$ cat config.mk
export PLATFORM = sky130hd
export DESIGN_NAME = quad_count_scheduler
export DESIGN_NICKNAME = d
export VERILOG_FILES = /design/src/rtl/quad_count_scheduler.sv
export SDC_FILE = /design/constraint.sdc
export NUM_CORES = 1
export LEC_CHECK = 0
export CAP_MARGIN = 15
export CORE_AREA = 2 2 147 149
export DETAILED_ROUTE_END_ITERATION = 10
export DIE_AREA = 0 0 149 151
export DONT_BUFFER_PORTS = 1
export PLACE_DENSITY_LB_ADDON = 0.25
export SLEW_MARGIN = 5
export SYNTH_ARGS = -nofsm -noshare
export SYNTH_HDL_FRONTEND = slang
export SYNTH_SLANG_ARGS = --single-unit
$ cat constraint.sdc
create_clock -name clk -period 3.1 [get_ports clk]
set_input_delay 0.775 -clock clk [delete_from_list [all_inputs] [get_ports clk]]
set_output_delay 0.775 -clock clk [all_outputs]
set_load 0.01 [all_outputs]
$ cat src/rtl/quad_count_scheduler.sv
// Two-requester round-robin front end for a shared quadruple-counter datapath.
// Holds each job for SETTLE cycles, captures the count and hands it back with its owner's id.
`timescale 1ns/1ps
module quad_count_scheduler #(
  parameter int unsigned N      = 100,
  parameter int unsigned KW     = 8,
  parameter int unsigned CW     = 16,
  parameter int unsigned SETTLE = 2
) (
  input  logic          clk,
  input  logic          rst_n,
  input  logic          req0_valid,
  output logic          req0_ready,
  input  logic [N-1:0]  req0_array,
  input  logic [KW-1:0] req0_k,
  input  logic          req1_valid,
  output logic          req1_ready,
  input  logic [N-1:0]  req1_array,
  input  logic [KW-1:0] req1_k,
  output logic [N-1:0]  dp_array,
  output logic [KW-1:0] dp_k,
  input  logic [CW-1:0] dp_count,
  output logic          rsp_valid,
  input  logic          rsp_ready,
  output logic          rsp_id,
  output logic [CW-1:0] rsp_count,
  output logic          busy,
  output logic [15:0]   jobs_done
);

  typedef enum logic [1:0] {IDLE, RUN, RESP} state_t;

  state_t     state;
  logic       last_grant;
  logic [3:0] settle_cnt;
  logic       win;

  // A lone requester always wins; otherwise the one not served last is offered.
  always_comb begin
    win = ~last_grant;
    if (req0_valid && !req1_valid)      win = 1'b0;
    else if (req1_valid && !req0_valid) win = 1'b1;
  end

  assign req0_ready = (state == IDLE) && !win;
  assign req1_ready = (state == IDLE) &&  win;
  assign busy       = (state != IDLE);

  always_ff @(posedge clk or negedge rst_n) begin
    if (!rst_n) begin
      state      <= IDLE;
      last_grant <= 1'b1;
      settle_cnt <= '0;
      dp_array   <= '0;
      dp_k       <= '0;
      rsp_valid  <= 1'b0;
      rsp_id     <= 1'b0;
      rsp_count  <= '0;
      jobs_done  <= '0;
    end else begin
      case (state)
        IDLE: begin
          if ((req0_valid && !win) || (req1_valid && win)) begin
            dp_array   <= win ? req1_array : req0_array;
            dp_k       <= win ? req1_k     : req0_k;
            rsp_id     <= win;
            last_grant <= win;
            settle_cnt <= 4'(SETTLE - 1);
            state      <= RUN;
          end
        end
        RUN: begin
          if (settle_cnt == '0) begin
            rsp_count <= dp_count;
            rsp_valid <= 1'b1;
            state     <= RESP;
          end else begin
            settle_cnt <= settle_cnt - 4'd1;
          end
        end
        RESP: begin
          if (rsp_ready) begin
            rsp_valid <= 1'b0;
            jobs_done <= jobs_done + 16'd1;
            state     <= IDLE;
          end
        end
        default: state <= IDLE;
      endcase
    end
  end

endmodule

After elaboration in Yosys (flattened, before gate mapping)
Cells that the tools add are included.
Storage, ports and cells
  flip-flop bits (word level): 149
  latch bits: 0
  memory bits (writable): 0
  memory bits (read-only): 0
  output and inout bits: 145
  memories kept: 0
Operators by class
  add/subtract/negate cells: 2
  multiply operators: 0
  div/mod/pow operators: 0
  magnitude comparators: 0
  eq/ne operators: 6
  shift-type cells: 0
  mux-type cells: 14
  bitwise operators: 1
  reductions and logical operators: 21
Operators by type and width (count)
  100-bit 2-to-1 mux: 1
  16-bit by 1-bit adder with 16-bit output (second input constant): 1
  3-bit AND reduction: 3
  4-bit 2-to-1 mux: 2
  8-bit 2-to-1 mux: 1
  4-bit one-hot mux with 2 select lines: 1
  1-bit logical AND: 6
  2-bit 2-to-1 mux: 3
  2-bit inequality test (second input constant): 3
  2-bit one-hot mux with 3 select lines: 1
  2-bit AND reduction: 3
  2-bit nonzero test: 3
  4-bit zero test: 1
  1-bit 2-to-1 mux: 4
  4-bit by 1-bit subtractor with 4-bit output (second input constant): 1
  1-bit zero test: 3
  2-bit by 1-bit equality test with 1-bit output (second input constant): 1
  2-bit equality test (second input constant): 1
  2-bit zero test: 1
  2-bit by 1-bit inequality test with 1-bit output (second input constant): 1
  1-bit one-hot mux with 2 select lines: 1
  1-bit logical OR: 1
  1-bit NOT: 1

Longest topological paths before layout
  depth after elaboration: 9
  depth in mapped cells: 7

Least setup slack after synthesis
OpenSTA, ideal clock, no wires.
  path kind: input -> output
  from: input req0_valid
  to: output req1_ready
  arrival: 1.593 ns
  slack: 0.732 ns
  stages: 4
  buffers on the path: 1
  cell sequence: or2_2 > and2_1 > clkbuf_1 > nor2_1
Between the ends
  cells in the longest elaborated chain, start to end: 5
RTL lines
  from (decl): line 12  | input logic req0_valid,
  1-bit zero test: line 42  | else if (req1_valid && !req0_valid) win = 1'b1;
  1-bit logical AND: line 42
  1-bit 2-to-1 mux: line 42
  1-bit 2-to-1 mux *: line 41  | if (req0_valid && !req1_valid) win = 1'b0;
  1-bit logical AND *: line 46  | assign req1_ready = (state == IDLE) && win;
  to (decl): line 17  | output logic req1_ready,
Mark *: on every way between the ends. The rest lies on a longest branch, timed or not.

Final worst setup path
  from: register state[1]
  to: output req1_ready
Between the ends
  cells in the longest elaborated chain, start to end: 2
RTL lines
  from (decl): line 33  | state_t state;
  from (signal assigned): line 51  | state <= IDLE;
  from (signal assigned): line 69  | state <= RUN;
  from (signal assigned): line 76  | state <= RESP;
  2-bit zero test: line 46
  1-bit logical AND: line 46
Every way passes these cells.

==> flow_summary.html <==
<table>
<tr><th>Metric</th><th>Value</th></tr>
<tr><th colspan="2">Logic synthesis</th></tr>
<tr><td>Post-synthesis sequential element count</td><td>149</td></tr>
<tr><td>Top cell type by total area after synthesis</td><td>sky130_fd_sc_hd__dfrtp_1</td></tr>
<tr><td>Sequential share of the synthesized area</td><td>55.9%</td></tr>
<tr><td>Synthesis Warnings</td><td>0</td></tr>
<tr><td>Area of the mapped netlist</td><td>6670 sq um</td></tr>
<tr><td>Post-Syn Instances</td><td>730</td></tr>
<tr><td>Most used flip-flop cell after synthesis</td><td>sky130_fd_sc_hd__dfrtp_1</td></tr>
<tr><td>Number of nets produced by synthesis</td><td>970</td></tr>
<tr><td>Synth top area cells</td><td>sky130_fd_sc_hd__dfrtp_1, sky130_fd_sc_hd__nand2_1, sky130_fd_sc_hd__a31oi_1</td></tr>
<tr><td>Leading cell types by count after synthesis</td><td>sky130_fd_sc_hd__nand2_1, sky130_fd_sc_hd__dfrtp_1, sky130_fd_sc_hd__nor2_1</td></tr>
<tr><td>Count of unique library cells instantiated by Yosys</td><td>38</td></tr>
<tr><td>Share of flip-flops with an asynchronous set or reset after synthesis</td><td>100%</td></tr>
<tr><td>Post-synthesis average cell area</td><td>9.13 sq um</td></tr>
<tr><td>Top-area cell type share of the netlist area</td><td>55.5%</td></tr>
<tr><td>Number of enable-type register cells in the synthesized netlist</td><td>0</td></tr>
<tr><td>Most frequent cell after synthesis</td><td>sky130_fd_sc_hd__nand2_1</td></tr>
<tr><th colspan="2">GRT</th></tr>
<tr><td>Initial antenna violation count</td><td>0</td></tr>
<tr><td>Total global-route track usage</td><td>15.2%</td></tr>
<tr><td>Wire length of the first global-routing pass</td><td>26400 um</td></tr>
<tr><td>Number of global-route vias before repair</td><td>4773</td></tr>
<tr><td>Pin count of the biggest net entering global routing</td><td>150</td></tr>
<tr><td>Global-route congestion overflow total</td><td>0</td></tr>
<tr><th colspan="2">Pwr</th></tr>
<tr><td>Part of the power in the clock network</td><td>23.8%</td></tr>
<tr><td>Net switching power</td><td>3440 uW</td></tr>
<tr><td>Areal power density over the cells</td><td>1150 nW/um^2</td></tr>
<tr><td>Worst voltage drop across the vdd grid</td><td>0.559 mV</td></tr>
<tr><td>Fraction of power consumed by combinational cells</td><td>29.1%</td></tr>
<tr><td>Switching power as a share of total power</td><td>40.5%</td></tr>
<tr><td>Relative contribution of sequential cells to total power</td><td>47.1%</td></tr>
<tr><td>Leakage dissipation</td><td>0.00319 uW</td></tr>
<tr><td>Post-layout power</td><td>8510 uW</td></tr>
<tr><td>Cell Int Power</td><td>5070 uW</td></tr>
<tr><th colspan="2">Worst setup path</th></tr>
<tr><td>Maximum cell stage delay along the critical path</td><td>0.41 ns</td></tr>
<tr><td>Data arrival time at the worst-slack endpoint</td><td>1.51 ns</td></tr>
<tr><td>Worst endpoint required time</td><td>2.32 ns</td></tr>
<tr><td>FF-to-FF path depth</td><td>5</td></tr>
<tr><td>Crit path max-delay cell type</td><td>sky130_fd_sc_hd__dfrtp_1</td></tr>
<tr><td>Register-to-register setup slack</td><td>1.05 ns</td></tr>
<tr><td>Startpoint of the lowest-slack register-to-register path</td><td>state[1]$_DFFE_PN0P_</td></tr>
<tr><td>Category of cells accounting for the largest share of critical-path delay</td><td>simple AND/OR/NAND/NOR gates</td></tr>
<tr><td>Type of origin of the critical path</td><td>flop</td></tr>
<tr><td>Maximum fanout count along the critical path</td><td>6</td></tr>
<tr><td>Worst Path Class, Setup</td><td>reg -&gt; out</td></tr>
<tr><td>Worst reg2reg endpoint</td><td>dp_array[7]$_DFFE_PN0P_</td></tr>
<tr><td>Number of buffer and inverter stages on the critical path</td><td>0</td></tr>
<tr><td>Critical path cell sequence</td><td>or2_1, nor2_1</td></tr>
<tr><td>Kind of end point of the critical path</td><td>primary output</td></tr>
<tr><th colspan="2">Floorplan</th></tr>
<tr><td>Chip height</td><td>151 um</td></tr>
<tr><td>Top Ports</td><td>382</td></tr>
<tr><td>Starting density of the core</td><td>32.0%</td></tr>
<tr><td>Floorplan die area</td><td>22500 sq um</td></tr>
<tr><td>Core region area</td><td>20800 sq um</td></tr>
<tr><td>Horizontal die dimension</td><td>149 um</td></tr>
<tr><td>Number of placement rows</td><td>53</td></tr>
<tr><th colspan="2">STA</th></tr>
<tr><td>Final Slew Violations</td><td>0</td></tr>
<tr><td>Post-route minimum period</td><td>2.29 ns</td></tr>
<tr><td>RSZ-0062 raised after global routing</td><td>no</td></tr>
<tr><td>Endpoints failing hold</td><td>0</td></tr>
<tr><td>Highest clock rate</td><td>438 MHz</td></tr>
<tr><td>Worst-margin pin slew</td><td>0.549 ns</td></tr>
<tr><td>Count of endpoints failing setup in the final report</td><td>0</td></tr>
<tr><td>Final critical-path share of the clock period</td><td>73.7%</td></tr>
<tr><td>Clock skew</td><td>0.0122 ns</td></tr>
<tr><td>Total Negative Setup Slacks</td><td>0 ns</td></tr>
<tr><td>Remaining max-slew budget at the tightest pin</td><td>63.1%</td></tr>
<tr><th colspan="2">Clocking</th></tr>
<tr><td>Maximum count of clock buffers along a single path</td><td>2</td></tr>
<tr><td>Maximum level of the CTS H-tree</td><td>4</td></tr>
<tr><td>Clock sink total</td><td>149</td></tr>
<tr><td>TritonCTS clock tree</td><td>built</td></tr>
<tr><td>Post-CTS resize count</td><td>0</td></tr>
<tr><td>Hold-fix buffers at CTS</td><td>0</td></tr>
<tr><td>Post-CTS Repair Setup Buffers</td><td>0</td></tr>
<tr><td>Clk slew on worst S/H paths</td><td>0.06 ns</td></tr>
<tr><td>Number of buffers created by CTS</td><td>17</td></tr>
<tr><td>Source-to-sink clock delay at the later pin of the worst-skew pair</td><td>0.41 ns</td></tr>
<tr><td>Clock Tree Root</td><td>sky130_fd_sc_hd__clkbuf_16</td></tr>
<tr><th colspan="2">Job</th></tr>
<tr><td>Number of max-cap violations</td><td>0</td></tr>
<tr><th colspan="2">Run status</th></tr>
<tr><td>Result of the run</td><td>complete, no violations</td></tr>
<tr><th colspan="2">Layout</th></tr>
<tr><td>Share of cells above drive strength 1</td><td>8.77%</td></tr>
<tr><td>P&amp;R area growth vs syn</td><td>11.1%</td></tr>
<tr><td>Diode insertion count for antenna repair</td><td>0</td></tr>
<tr><td>Fin nets</td><td>945</td></tr>
<tr><td>Utilization after layout</td><td>35.6%</td></tr>
<tr><td>Post-route design area</td><td>7410 sq um</td></tr>
<tr><th colspan="2">Placement</th></tr>
<tr><td>HPWL Detailed</td><td>12500 um</td></tr>
<tr><td>Area after detailed placement</td><td>6820 sq um</td></tr>
<tr><td>Routability Congestion</td><td>0.764</td></tr>
<tr><td>Port-buffer cells</td><td>0</td></tr>
<tr><th colspan="2">Route</th></tr>
<tr><td>Routed wire length</td><td>18000 um</td></tr>
<tr><td>DR pass1 iterations</td><td>4</td></tr>
<tr><td>Average detailed-routed wire length per instance</td><td>18.2 um</td></tr>
<tr><td>DRC viols</td><td>0</td></tr>
<tr><td>Total number of vias</td><td>5016</td></tr>
<tr><td>Detailed router's first-iteration violation count</td><td>211</td></tr>
<tr><td>Via count normalized by instance count</td><td>5.05</td></tr>
<tr><td>Number of antenna-violating nets in the routed design</td><td>0</td></tr>
<tr><th colspan="2">Worst hold path</th></tr>
<tr><td>Worst hold path class</td><td>in -&gt; async</td></tr>
</table>
==> flip-flops by register name (all words and copies together), names as in the netlist <==
register    cells
dp_k            8
rsp_count      16
settle_cnt      4
rsp_id          1
last_grant      1
dp_array      100
jobs_done      16
state           2
rsp_valid       1
==> routing by layer <==
metal	global-route usage, %	part of all wire [%]
met5	0	0
met4	6.14	2.7
met3	5.96	10
met2	24.8	48
met1	18.0	39
==> power groups by stage <==
stage	Combinational, uW	Sequential (uW)	Clock, uW
global route	2860	4140	2200
CTS	2520	4040	2110
global placement	2460	4080	0
floorplan	2210	3750	0
finish	2470	4010	2030
detailed placement	2530	4070	0
==> cells in the final DEF (no fill, tap or decap), types with 2 or more instances in the layout <==
cell type,synthesis,layout
sky130_fd_sc_hd__nand2_1,227,227
sky130_fd_sc_hd__dfrtp_1,148,148
sky130_fd_sc_hd__nor2_1,119,119
sky130_fd_sc_hd__a31oi_1,108,108
sky130_fd_sc_hd__clkbuf_16,0,17
sky130_fd_sc_hd__xnor2_1,11,11
sky130_fd_sc_hd__mux2_4,8,8
sky130_fd_sc_hd__mux2_2,8,8
sky130_fd_sc_hd__nand4_1,8,8
sky130_fd_sc_hd__xor2_1,6,6
sky130_fd_sc_hd__nand3_1,4,4
sky130_fd_sc_hd__clkinvlp_4,0,4
sky130_fd_sc_hd__buf_12,0,4
sky130_fd_sc_hd__and3_1,3,3
sky130_fd_sc_hd__nor3_1,3,3
sky130_fd_sc_hd__ha_1,3,3
sky130_fd_sc_hd__clkbuf_8,0,3
sky130_fd_sc_hd__inv_6,0,3
sky130_fd_sc_hd__inv_1,2,2
sky130_fd_sc_hd__o21ai_0,2,2
sky130_fd_sc_hd__a21oi_1,2,2
sky130_fd_sc_hd__clkinv_4,0,2
sky130_fd_sc_hd__buf_4,2,2
==> cells by family after synthesis <==
family | share of synthesized area, %
fa+ha+maj | 0.563
compound gates | 10.8
flops | 55.9
buf+inv | 4.48
mux | 3.15
xor+xnor | 2.23
simple gates | 22.8
==> layout make-up <==
class	instances	area, sq um
repair buffers	6	95.1
clock inverters	11	115
clock buffers	21	470
multi-input cells	529	2650
inverters	2	7.51
flip-flops and latches	149	3730
fillers	2184	13400
well taps	275	344
==> worst max path at each step <==
| stage | startpoint | end | slack [ns] | cells after the start |
|---|---|---|---|---|
| global route | state[1]$_DFFE_PN0P_ | req0_ready | 0.73 | 2 |
| detailed placement | req0_valid | req1_ready | 0.89 | 3 |
| global placement | req0_valid | req1_ready | 0.89 | 3 |
| finish | state[1]$_DFFE_PN0P_ | req1_ready | 0.81 | 2 |
| CTS | state[1]$_DFFE_PN0P_ | req1_ready | 0.78 | 2 |
| floorplan | req0_valid | req1_ready | 0.73 | 4 |
==> per-stage QoR <==
step / hold WS [ns] / instances / setup WS (ns)
finish: 0.0552 / 993 / 0.815
global route: 0.0236 / 993 / 0.729
CTS: 0.0271 / 993 / 0.779
detailed placement: 0.482 / 961 / 0.887
global placement: 0.483 / 961 / 0.889
floorplan: 0.479 / 730 / 0.732
Power figures use the tool's default switching activity.
